$ cat src/rtl/nibble_add_seq_if.sv
// Request/response, result and shared adder-slice signals of the nibble add sequencer.
// Latency: none, wiring only.
// Backpressure: start_valid/start_ready on requests, res_valid/res_ready on results.
interface nibble_add_seq_if #(
  parameter int NIBBLES = 4
);
  localparam int W = 4 * NIBBLES;

  logic         start_valid;
  logic         start_ready;
  logic [W-1:0] op_a;
  logic [W-1:0] op_b;
  logic         op_sub;
  logic [3:0]   add_a;
  logic [3:0]   add_b;
  logic [3:0]   add_sum;
  logic         add_cy;
  logic         res_valid;
  logic         res_ready;
  logic [W-1:0] res_data;
  logic         res_cout;
  logic         res_ovf;
  logic         busy;

  // Client side: issues requests, drives the adder slice, consumes results.
  modport master (
    output start_valid, op_a, op_b, op_sub, add_sum, add_cy, res_ready,
    input  start_ready, add_a, add_b, res_valid, res_data, res_cout, res_ovf, busy
  );

  // Sequencer side.
  modport slave (
    input  start_valid, op_a, op_b, op_sub, add_sum, add_cy, res_ready,
    output start_ready, add_a, add_b, res_valid, res_data, res_cout, res_ovf, busy
  );
endinterface

$ cat src/rtl/nibble_add_seq.sv
// Sequences a NIBBLES*4-bit add/sub through one shared 4-bit adder slice, LSB nibble first.
// Latency: res_valid rises exactly 2*NIBBLES edges after the accept edge.
// Backpressure: result held in DONE until res_ready; no request accepted outside IDLE.
module nibble_add_seq #(
  parameter int NIBBLES = 4
) (
  input logic            clk,
  input logic            rst_n,
  nibble_add_seq_if.slave bus
);
  localparam int W    = 4 * NIBBLES;
  localparam int IDXW = (NIBBLES > 1) ? $clog2(NIBBLES) : 1;
  localparam logic [IDXW-1:0] LAST_IDX = IDXW'(NIBBLES - 1);

  typedef enum logic [1:0] {IDLE, ADD, CARRY, DONE} state_t;

  state_t state_q, state_d;

  logic [NIBBLES-1:0][3:0] a_q;
  logic [NIBBLES-1:0][3:0] b_q;     // already inverted for subtract
  logic [NIBBLES-1:0][3:0] res_q;
  logic [IDXW-1:0]         idx_q;
  logic [3:0]              partial_q;
  logic                    carry_q;  // carry into the current nibble
  logic                    c1_q;     // carry-out of the operand pass
  logic                    cout_q;
  logic                    ovf_q;

  logic       start_ready_c;
  logic       busy_c;
  logic       res_valid_c;
  logic [3:0] add_a_c;
  logic [3:0] add_b_c;
  logic       carry_next;
  logic       last_nibble;

  // The slice has no carry-in; at most one of the two passes can carry out.
  assign carry_next  = c1_q | bus.add_cy;
  assign last_nibble = (idx_q == LAST_IDX);

  // State register.
  always_ff @(posedge clk or negedge rst_n) begin
    if (!rst_n) begin
      state_q <= IDLE;
    end else begin
      state_q <= state_d;
    end
  end

  // Next-state: the CARRY pass always runs so latency is data independent.
  always_comb begin
    state_d = state_q;
    case (state_q)
      IDLE:    if (bus.start_valid) state_d = ADD;
      ADD:     state_d = CARRY;
      CARRY:   state_d = last_nibble ? DONE : ADD;
      DONE:    if (bus.res_ready) state_d = IDLE;
      default: state_d = IDLE;
    endcase
  end

  // Outputs decoded from state; adder inputs are parked at zero when idle.
  always_comb begin
    start_ready_c = 1'b0;
    busy_c        = 1'b0;
    res_valid_c   = 1'b0;
    add_a_c       = 4'h0;
    add_b_c       = 4'h0;
    case (state_q)
      IDLE: start_ready_c = 1'b1;
      ADD: begin
        busy_c  = 1'b1;
        add_a_c = a_q[idx_q];
        add_b_c = b_q[idx_q];
      end
      CARRY: begin
        busy_c  = 1'b1;
        add_a_c = partial_q;
        add_b_c = {3'b000, carry_q};
      end
      DONE:    res_valid_c = 1'b1;
      default: start_ready_c = 1'b0;
    endcase
  end

  // Operand capture, per-nibble partial/carry tracking and result assembly.
  always_ff @(posedge clk or negedge rst_n) begin
    if (!rst_n) begin
      a_q       <= '0;
      b_q       <= '0;
      res_q     <= '0;
      idx_q     <= '0;
      partial_q <= 4'h0;
      carry_q   <= 1'b0;
      c1_q      <= 1'b0;
      cout_q    <= 1'b0;
      ovf_q     <= 1'b0;
    end else begin
      case (state_q)
        IDLE: begin
          if (bus.start_valid) begin
            a_q     <= bus.op_a;
            b_q     <= bus.op_sub ? ~bus.op_b : bus.op_b;
            carry_q <= bus.op_sub;
            idx_q   <= '0;
          end
        end
        ADD: begin
          partial_q <= bus.add_sum;
          c1_q      <= bus.add_cy;
        end
        CARRY: begin
          res_q[idx_q] <= bus.add_sum;
          carry_q      <= carry_next;
          if (last_nibble) begin
            // Flags settle with the top nibble so they stay put after retirement.
            cout_q <= carry_next;
            ovf_q  <= (a_q[NIBBLES-1][3] == b_q[NIBBLES-1][3]) &&
                      (bus.add_sum[3] != a_q[NIBBLES-1][3]);
          end else begin
            idx_q <= idx_q + IDXW'(1);
          end
        end
        default: ;
      endcase
    end
  end

  assign bus.start_ready = start_ready_c;
  assign bus.busy        = busy_c;
  assign bus.res_valid   = res_valid_c;
  assign bus.add_a       = add_a_c;
  assign bus.add_b       = add_b_c;
  assign bus.res_data    = W'(res_q);
  assign bus.res_cout    = cout_q;
  assign bus.res_ovf     = ovf_q;
endmodule

$ cat src/flat_wrapper.sv
// flat-port wrapper written by rule: the top's interface ports become plain ports
module nibble_add_seq_flat 
#(
  parameter int NIBBLES = 4
)
  (clk, rst_n, bus_start_valid, bus_op_a, bus_op_b, bus_op_sub, bus_add_sum, bus_add_cy, bus_res_ready, bus_start_ready, bus_add_a, bus_add_b, bus_res_valid, bus_res_data, bus_res_cout, bus_res_ovf, bus_busy);
  nibble_add_seq_if #(.NIBBLES(NIBBLES)) bus_i ();
  input logic clk;
  input logic rst_n;
  input wire logic [$bits(bus_i.start_valid)-1:0] bus_start_valid;
  input wire logic [$bits(bus_i.op_a)-1:0] bus_op_a;
  input wire logic [$bits(bus_i.op_b)-1:0] bus_op_b;
  input wire logic [$bits(bus_i.op_sub)-1:0] bus_op_sub;
  input wire logic [$bits(bus_i.add_sum)-1:0] bus_add_sum;
  input wire logic [$bits(bus_i.add_cy)-1:0] bus_add_cy;
  input wire logic [$bits(bus_i.res_ready)-1:0] bus_res_ready;
  output wire logic [$bits(bus_i.start_ready)-1:0] bus_start_ready;
  output wire logic [$bits(bus_i.add_a)-1:0] bus_add_a;
  output wire logic [$bits(bus_i.add_b)-1:0] bus_add_b;
  output wire logic [$bits(bus_i.res_valid)-1:0] bus_res_valid;
  output wire logic [$bits(bus_i.res_data)-1:0] bus_res_data;
  output wire logic [$bits(bus_i.res_cout)-1:0] bus_res_cout;
  output wire logic [$bits(bus_i.res_ovf)-1:0] bus_res_ovf;
  output wire logic [$bits(bus_i.busy)-1:0] bus_busy;
  assign bus_i.start_valid = bus_start_valid;
  assign bus_i.op_a = bus_op_a;
  assign bus_i.op_b = bus_op_b;
  assign bus_i.op_sub = bus_op_sub;
  assign bus_i.add_sum = bus_add_sum;
  assign bus_i.add_cy = bus_add_cy;
  assign bus_i.res_ready = bus_res_ready;
  assign bus_start_ready = bus_i.start_ready;
  assign bus_add_a = bus_i.add_a;
  assign bus_add_b = bus_i.add_b;
  assign bus_res_valid = bus_i.res_valid;
  assign bus_res_data = bus_i.res_data;
  assign bus_res_cout = bus_i.res_cout;
  assign bus_res_ovf = bus_i.res_ovf;
  assign bus_busy = bus_i.busy;
  nibble_add_seq #(.NIBBLES(NIBBLES)) u_core (.clk(clk), .rst_n(rst_n), .bus(bus_i));
endmodule
$ cat config.mk
export PLATFORM = sky130hd
export DESIGN_NAME = nibble_add_seq_flat
export DESIGN_NICKNAME = d
export VERILOG_FILES = /design/src/rtl/nibble_add_seq_if.sv /design/src/rtl/nibble_add_seq.sv /design/src/flat_wrapper.sv
export SDC_FILE = /design/constraint.sdc
export NUM_CORES = 1
export LEC_CHECK = 0
export CAP_MARGIN = 20
export CORE_UTILIZATION = 45
export CTS_CLUSTER_SIZE = 14
export DETAILED_ROUTE_END_ITERATION = 7
export HOLD_SLACK_MARGIN = 0.12
export PLACE_DENSITY = 0.77
export SKIP_LAST_GASP = 1
export SLEW_MARGIN = 5
export SYNTH_ARGS = -nofsm -noshare
export SYNTH_HDL_FRONTEND = slang
export SYNTH_SLANG_ARGS = --single-unit
$ cat constraint.sdc
create_clock -name clk -period 1.8 [get_ports clk]
set_input_delay 0.54 -clock clk [delete_from_list [all_inputs] [get_ports clk]]
set_output_delay 0.54 -clock clk [all_outputs]
set_load 0.005 [all_outputs]
==> impl_metrics.py, run 1 <==
metrics = {
    "run_status": {
        "status": "finished with violations",
        "violations": "design-rule violations, negative setup slack",
    },
    "placed_design": {
        "place_inst": 403,
        "dp_hpwl_mm": 4.87,
        "place_congestion": 0.775,
        "place_area_mm2": 0.00391,
        "port_buffers": 70,
    },
    "timing": {
        "period_minus_slack_ns": 2.18,
        "worst_slack_ns": -0.378,
        "finalHoldViolCount": 0,
        "skew_ns": 0.00680,
        "worst_slew_pin_slew_ns": 0.570,
        "finalSetupViolCount": 10,
        "finalCritPeriodShare_pct": 121,
        "relSlewSlack_pct": 62.0,
        "rsz0062_at_grt": "yes",
        "maxSlewViolCount": 0,
        "max_freq_ghz": 0.459,
    },
    "job": {
        "max-cap-violations": 0,
    },
    "synth": {
        "synth_cell_types": 31,
        "ys_seq_area_share_pct": 51.2,
        "syn_nets": 295,
        "synth.avg_cell_area_um2": 12.0,
        "synth-seq-cells": 60,
        "syn_inst": 245,
        "yosysWarnings": 0,
        "syn_area_mm2": 0.00293,
    },
    "route": {
        "wl_per_cell_um": 16.2,
        "wl_mm": 6.82,
        "detail-route-antenna-nets": 0,
        "via_count": 2172,
        "drt_iter0_drc": 126,
        "drc": 2,
        "drt-pass1-iter-count": 6,
        "vias_per_cell": 5.16,
    },
    "global_routing": {
        "grt_pass1_vias": 2140,
        "grt_overflow": 0,
        "antenna_found_initial": 0,
        "track_usage_pct": 21.9,
        "grt_max_degree": 33,
        "grt_pass1_wl_mm": 10.7,
    },
    "power": {
        "swShare_pct": 33.5,
        "p_int_w": 0.00482,
        "seq_power_share_pct": 33.5,
        "pwr_density_cell_mw_per_mm2": 1720,
        "clock_power_share_pct": 17.0,
        "p_comb_share_pct": 49.5,
        "ir_worst_vdd_mv": 1.06,
        "power.total_w": 0.00725,
        "power_leakage_nw": 1.82,
        "p_switching_w": 0.00243,
    },
    "worst_setup_path": {
        "cp-start-kind": "register",
        "arrival_ns": 1.64,
        "cp_num_cells": 6,
        "slowest_delay_ns": 0.38,
        "critPathMaxFanout": 5,
        "reg2reg_depth": 7,
        "ff2ff_setup_slack_ns": 0.03,
        "cp_top_family": "flip-flops",
        "slowest_stage": "dfrtp_1",
        "end_kind": "primary output",
        "cp_cell_sequence": "inv_2 -> ha_4 -> and3_4 -> nand2_2 -> o311ai_4 -> buf_2",
        "cp_num_buf_inv": 2,
        "crit_type": "reg -> out",
        "required_ns": 1.26,
    },
    "finish": {
        "nets": 389,
        "fin_util_pct": 66.7,
        "diodes": 0,
        "final_area_mm2": 0.00421,
        "fin_cells": 421,
        "syn_to_final_growth_pct": 43.6,
        "layout_common_cells": "60 x dfrtp_1, 58 x clkdlybuf4s50_1, 39 x mux2_2",
        "drive_above_1_share_pct": 35.2,
        "final_common_cell": "dfrtp_1",
    },
    "clock_tree": {
        "clk_pin_slew_worst_paths_ns": 0.07,
        "cts_buffer_depth": 2,
        "clk_latency_ns": 0.34,
        "tritoncts": "done",
        "cts_made_buffers": 9,
        "htreeDepth": 3,
        "cts_sinks": 60,
        "hold_buffers": 0,
        "cts_root_buf": "clkbuf_8",
    },
    "die": {
        "rows": 29,
        "die_w_um": 82.7,
        "start_util_pct": 46.4,
        "die_h_um": 82.7,
        "die_area_mm2": 0.00684,
        "io_pins": 71,
        "coreArea_mm2": 0.00631,
    },
    "min_path": {
        "holdCritPathClass": "in -> async",
    },
}
[per-layer routing]
metal  vias to the layer above  wire (um)  track usage, %
li1                       1040          -               -
met1                      1078       2910            27.4
met2                        46       3540            36.8
met3                         8        257            3.96
met4                         0        104            9.48
met5                         -          0               0
[layout make-up]
type | instances | area, um2
multi-input combinational | 164 | 1440
inverter | 6 | 22.5
fill | 508 | 2100
timing repair buffer | 98 | 943
clock buffer | 12 | 155
clock inverter | 4 | 47.5
tap | 77 | 96.3
sequential | 60 | 1500
[power by group through the flow]
stage	clock network [W]	logic (W)	registers, W
floorplan	0	0.00185	0.00235
global placement	0	0.00321	0.00239
detailed placement	0	0.00332	0.00243
CTS	0.00124	0.00353	0.00241
global route	0.00130	0.00389	0.00249
finish	0.00123	0.00359	0.00243
[repair_timing]
action / in CTS / in global routing
gates resized for setup: 67 / 5
buffers inserted: 3 / 0
setup endpoints to repair: 11 / 11
pin swaps: 3 / 2
[sequential cells by signal (all words and copies together) (netlist names)]
name and cells:
u_core.a_q 16, u_core.b_q 16, u_core.bus.res_cout 1, u_core.bus.res_data 16, u_core.bus.res_ovf 1, u_core.c1_q 1, u_core.carry_q 1, u_core.idx_q 2
u_core.partial_q 4, u_core.state_q 2
[Yosys cell counts]
master / n / share of area [%]
buf_2: 6 / 1.0
nand3_1: 6 / 1.0
nor2b_1: 5 / 1.1
clkbuf_2: 1 / 0.17
or3_1: 1 / 0.21
nand2_1: 30 / 3.8
or3b_2: 1 / 0.30
a2bb2oi_1: 1 / 0.30
nor2_1: 4 / 0.51
and2_1: 1 / 0.21
and3_1: 2 / 0.43
a21oi_1: 3 / 0.51
nand2b_1: 3 / 0.64
inv_1: 6 / 0.77
ha_1: 8 / 3.4
mux2_2: 42 / 16
o21ai_0: 19 / 3.2
o221ai_1: 1 / 0.30
xnor2_1: 16 / 4.8
nand4_1: 1 / 0.21
nand3b_1: 1 / 0.26
and3b_1: 1 / 0.30
a31oi_1: 3 / 0.64
dfrtp_1: 60 / 51
mux2i_1: 5 / 1.7
buf_4: 3 / 0.77
o211ai_1: 1 / 0.26
mux4_2: 3 / 2.3
clkbuf_1: 1 / 0.13
buf_6: 4 / 1.5
o311ai_1: 6 / 1.8
[worst paths after layout]
check	to	startpoint
setup / recovery	bus_add_a[3]	u_core.state_q[1]
hold / removal	u_core.bus.res_data[12]	rst_n
setup reg to reg	u_core.bus.res_data[12]	u_core.idx_q[0]
hold reg to reg	u_core.bus.res_cout	u_core.bus.res_cout
max in group asynchronous	u_core.bus.res_data[2]	rst_n
min in group clk	u_core.bus.res_cout	u_core.bus.res_cout
[kinds of logic after synthesis]
| kind of cell | count (synthesis) | synth area share [%] |
|---|---|---|
| compound gates | 34 | 7.04 |
| fa+ha+maj | 8 | 3.41 |
| flops | 60 | 51.2 |
| mux | 50 | 20.1 |
| buf+inv | 21 | 4.40 |
| xor+xnor | 16 | 4.78 |
| simple gates | 56 | 9.01 |
[metrics by stage]
| stage | setup TNS, ns | hold slack (ns) | worst slack (ns) |
|---|---|---|---|
| 2_1_floorplan | -0.0407 | 0.244 | -0.0136 |
| 3_3_place_gp | -3.42 | 0.458 | -0.469 |
| 3_5_place_dp | -3.69 | 0.471 | -0.498 |
| 4_1_cts | -2.88 | 0.201 | -0.350 |
| 5_1_grt | -3.41 | 0.223 | -0.423 |
| 6_report | -3.02 | 0.191 | -0.378 |
(Power assumes the default switching activity.)
==> inputs of run 2 (changes only) <==
- CELL_PAD_IN_SITES_DETAIL_PLACEMENT: default -> 2
- CELL_PAD_IN_SITES_GLOBAL_PLACEMENT: default -> 2
- CORE_ASPECT_RATIO: default -> 1.25
- CORE_UTILIZATION: 45 -> 29
- PLACE_DENSITY: 0.77 -> default
- PLACE_DENSITY_LB_ADDON: default -> 0.1
==> run 2 against run 1 <==
  * The flow finishes with violations (negative setup slack)
  * Critical path depth is 1 higher
  * Fmax decreased by 3.5%
  * First-iteration DRC count fell by 75%
  * Flip-flop and latch count did not move
  * Power grew 12%
  * Sequential power hardly changed
  * Clock power rose by 38%
  * Final cell count rose by 14%
  * Via count is 3.7% higher
  * Worst hold slack improved by 0.29 ns
  * Global-route usage decreased by 4.7 points
  * Critical endpoint unchanged
==> impl_metrics.py, run 2 (synthesis gave the netlist of run 1 again) <==
metrics = {
    "timing": {
        "period_minus_slack_ns": 2.26,
        "worst_slack_ns": -0.457,
        "finalSetupViolCount": 9,
        "max_freq_ghz": 0.443,
        "worst_hold_slack_ns": 0.477,
        "finalHoldViolCount": 0,
        "skew_ns": 0.00411,
        "rsz0062_at_grt": "yes",
        "maxSlewViolCount": 0,
        "finalCritPeriodShare_pct": 125,
        "relSlewSlack_pct": 72.4,
        "worst_slew_pin_slew_ns": 0.402,
    },
    "power": {
        "power.total_w": 0.00814,
        "pwr_density_cell_mw_per_mm2": 1790,
        "power_leakage_nw": 1.93,
        "ir_worst_vdd_mv": 0.695,
    },
    "route": {
        "vias_per_cell": 4.70,
        "drt-pass1-iter-count": 4,
        "via_count": 2252,
        "drc": 0,
        "drt_iter0_drc": 32,
        "detail-route-antenna-nets": 0,
        "wl_per_cell_um": 17.0,
        "wl_mm": 8.13,
    },
    "finish": {
        "final_common_cell": "dfrtp_1",
        "fin_util_pct": 46.7,
        "syn_to_final_growth_pct": 54.7,
        "nets": 399,
        "diodes": 0,
        "drive_above_1_share_pct": 38.8,
        "layout_common_cells": "60 x dfrtp_1, 58 x clkdlybuf4s50_1, 42 x mux2_2",
    },
    "die": {
        "rows": 40,
        "start_util_pct": 30.2,
        "die_h_um": 114,
        "coreArea_mm2": 0.00971,
        "die_area_mm2": 0.0105,
        "die_w_um": 91.9,
        "io_pins": 71,
    },
    "clock_tree": {
        "clk_pin_slew_worst_paths_ns": 0.05,
        "cts_root_buf": "clkbuf_16",
        "cts_made_buffers": 9,
        "htreeDepth": 3,
        "tritoncts": "done",
        "cts_sinks": 60,
        "clk_latency_ns": 0.33,
        "cts_buffer_depth": 2,
    },
    "placed_design": {
        "place_congestion": 0.731,
        "port_buffers": 70,
        "dp_hpwl_mm": 5.86,
    },
    "global_routing": {
        "grt_overflow": 0,
        "antenna_found_initial": 0,
        "grt_pass1_wl_mm": 13.3,
        "grt_max_degree": 23,
        "grt_pass1_vias": 2526,
        "track_usage_pct": 17.2,
    },
    "job": {
        "max-cap-violations": 0,
    },
    "worst_setup_path": {
        "crit_type": "reg -> out",
        "reg2reg_depth": 8,
        "arrival_ns": 1.72,
        "end_kind": "primary output",
        "required_ns": 1.26,
        "cp-start-kind": "register",
        "critPathMaxFanout": 4,
    },
    "run_status": {
        "violations": "negative setup slack",
        "status": "finished with violations",
    },
    "min_path": {
        "whs_path_depth": 2,
        "holdCritPathClass": "reg -> reg",
    },
}
==> run 2: per-layer routing <==
metal | wire length (um) | GRT usage (%) | up-vias
li1 | - | - | 1061
met1 | 3280 | 19.7 | 1118
met2 | 4380 | 30.3 | 58
met3 | 249 | 3.19 | 15
met4 | 217 | 9.06 | 0
met5 | 0 | 0 | -
==> run 2: layout make-up <==
| cell class | instances | area (um2) |
|---|---|---|
| multi-input combinational | 164 | 1520 |
| sequential | 60 | 1500 |
| timing repair buffer | 108 | 1040 |
| inverter | 6 | 22.5 |
| fill | 994 | 5170 |
| clock buffer | 10 | 239 |
| clock inverter | 5 | 52.6 |
| tap | 126 | 158 |
==> run 2: repair_timing <==
action                                  in CTS  in global routing
pin swaps                                    4                  4
setup buffers                                4                  2
gates cloned                                 0                  0
endpoints found under the setup margin      11                 26
resized for setup                           66                 17
hold buffers                                 1                  0
endpoints found under the hold margin        9                  0
==> run 2: critical path: stages (launching register included) <==
cell	delay, ns
dfrtp_1	0.38
inv_2	0.07
ha_4	0.30
and3_4	0.20
buf_6	0.12
nand2_1	0.08
o311ai_4	0.07
buf_2	0.16
==> run 2: power breakdown <==
group          switching (W)  total [W]  internal [W]
sequential          0.000369    0.00240       0.00203
combinational        0.00173    0.00403       0.00230
clock               0.000605    0.00170       0.00109
total                0.00271    0.00814       0.00543
==> run 2: final timing paths <==
check                               startpoint                      end  slack (ns)
max in group asynchronous                rst_n            u_core.a_q[4]        0.67
setup / recovery             u_core.state_q[0]             bus_add_a[3]       -0.46
hold reg to reg            u_core.bus.res_cout      u_core.bus.res_cout        0.48
hold / removal             u_core.bus.res_cout      u_core.bus.res_cout        0.48
min in group asynchronous                rst_n  u_core.bus.res_data[14]        0.64
setup reg to reg               u_core.idx_q[0]          u_core.idx_q[1]        0.08
==> run 2: metrics by stage <==
stage,TNS (ns),cell area [um2],std cells,setup slack (ns)
global placement,-4.11,4020,459,-0.579
detailed placement,-4.64,4020,459,-0.617
CTS,-4.04,4460,479,-0.469
floorplan,-0.0407,2950,245,-0.0136
finish,-3.47,4530,479,-0.457
global route,-4.14,4530,479,-0.540
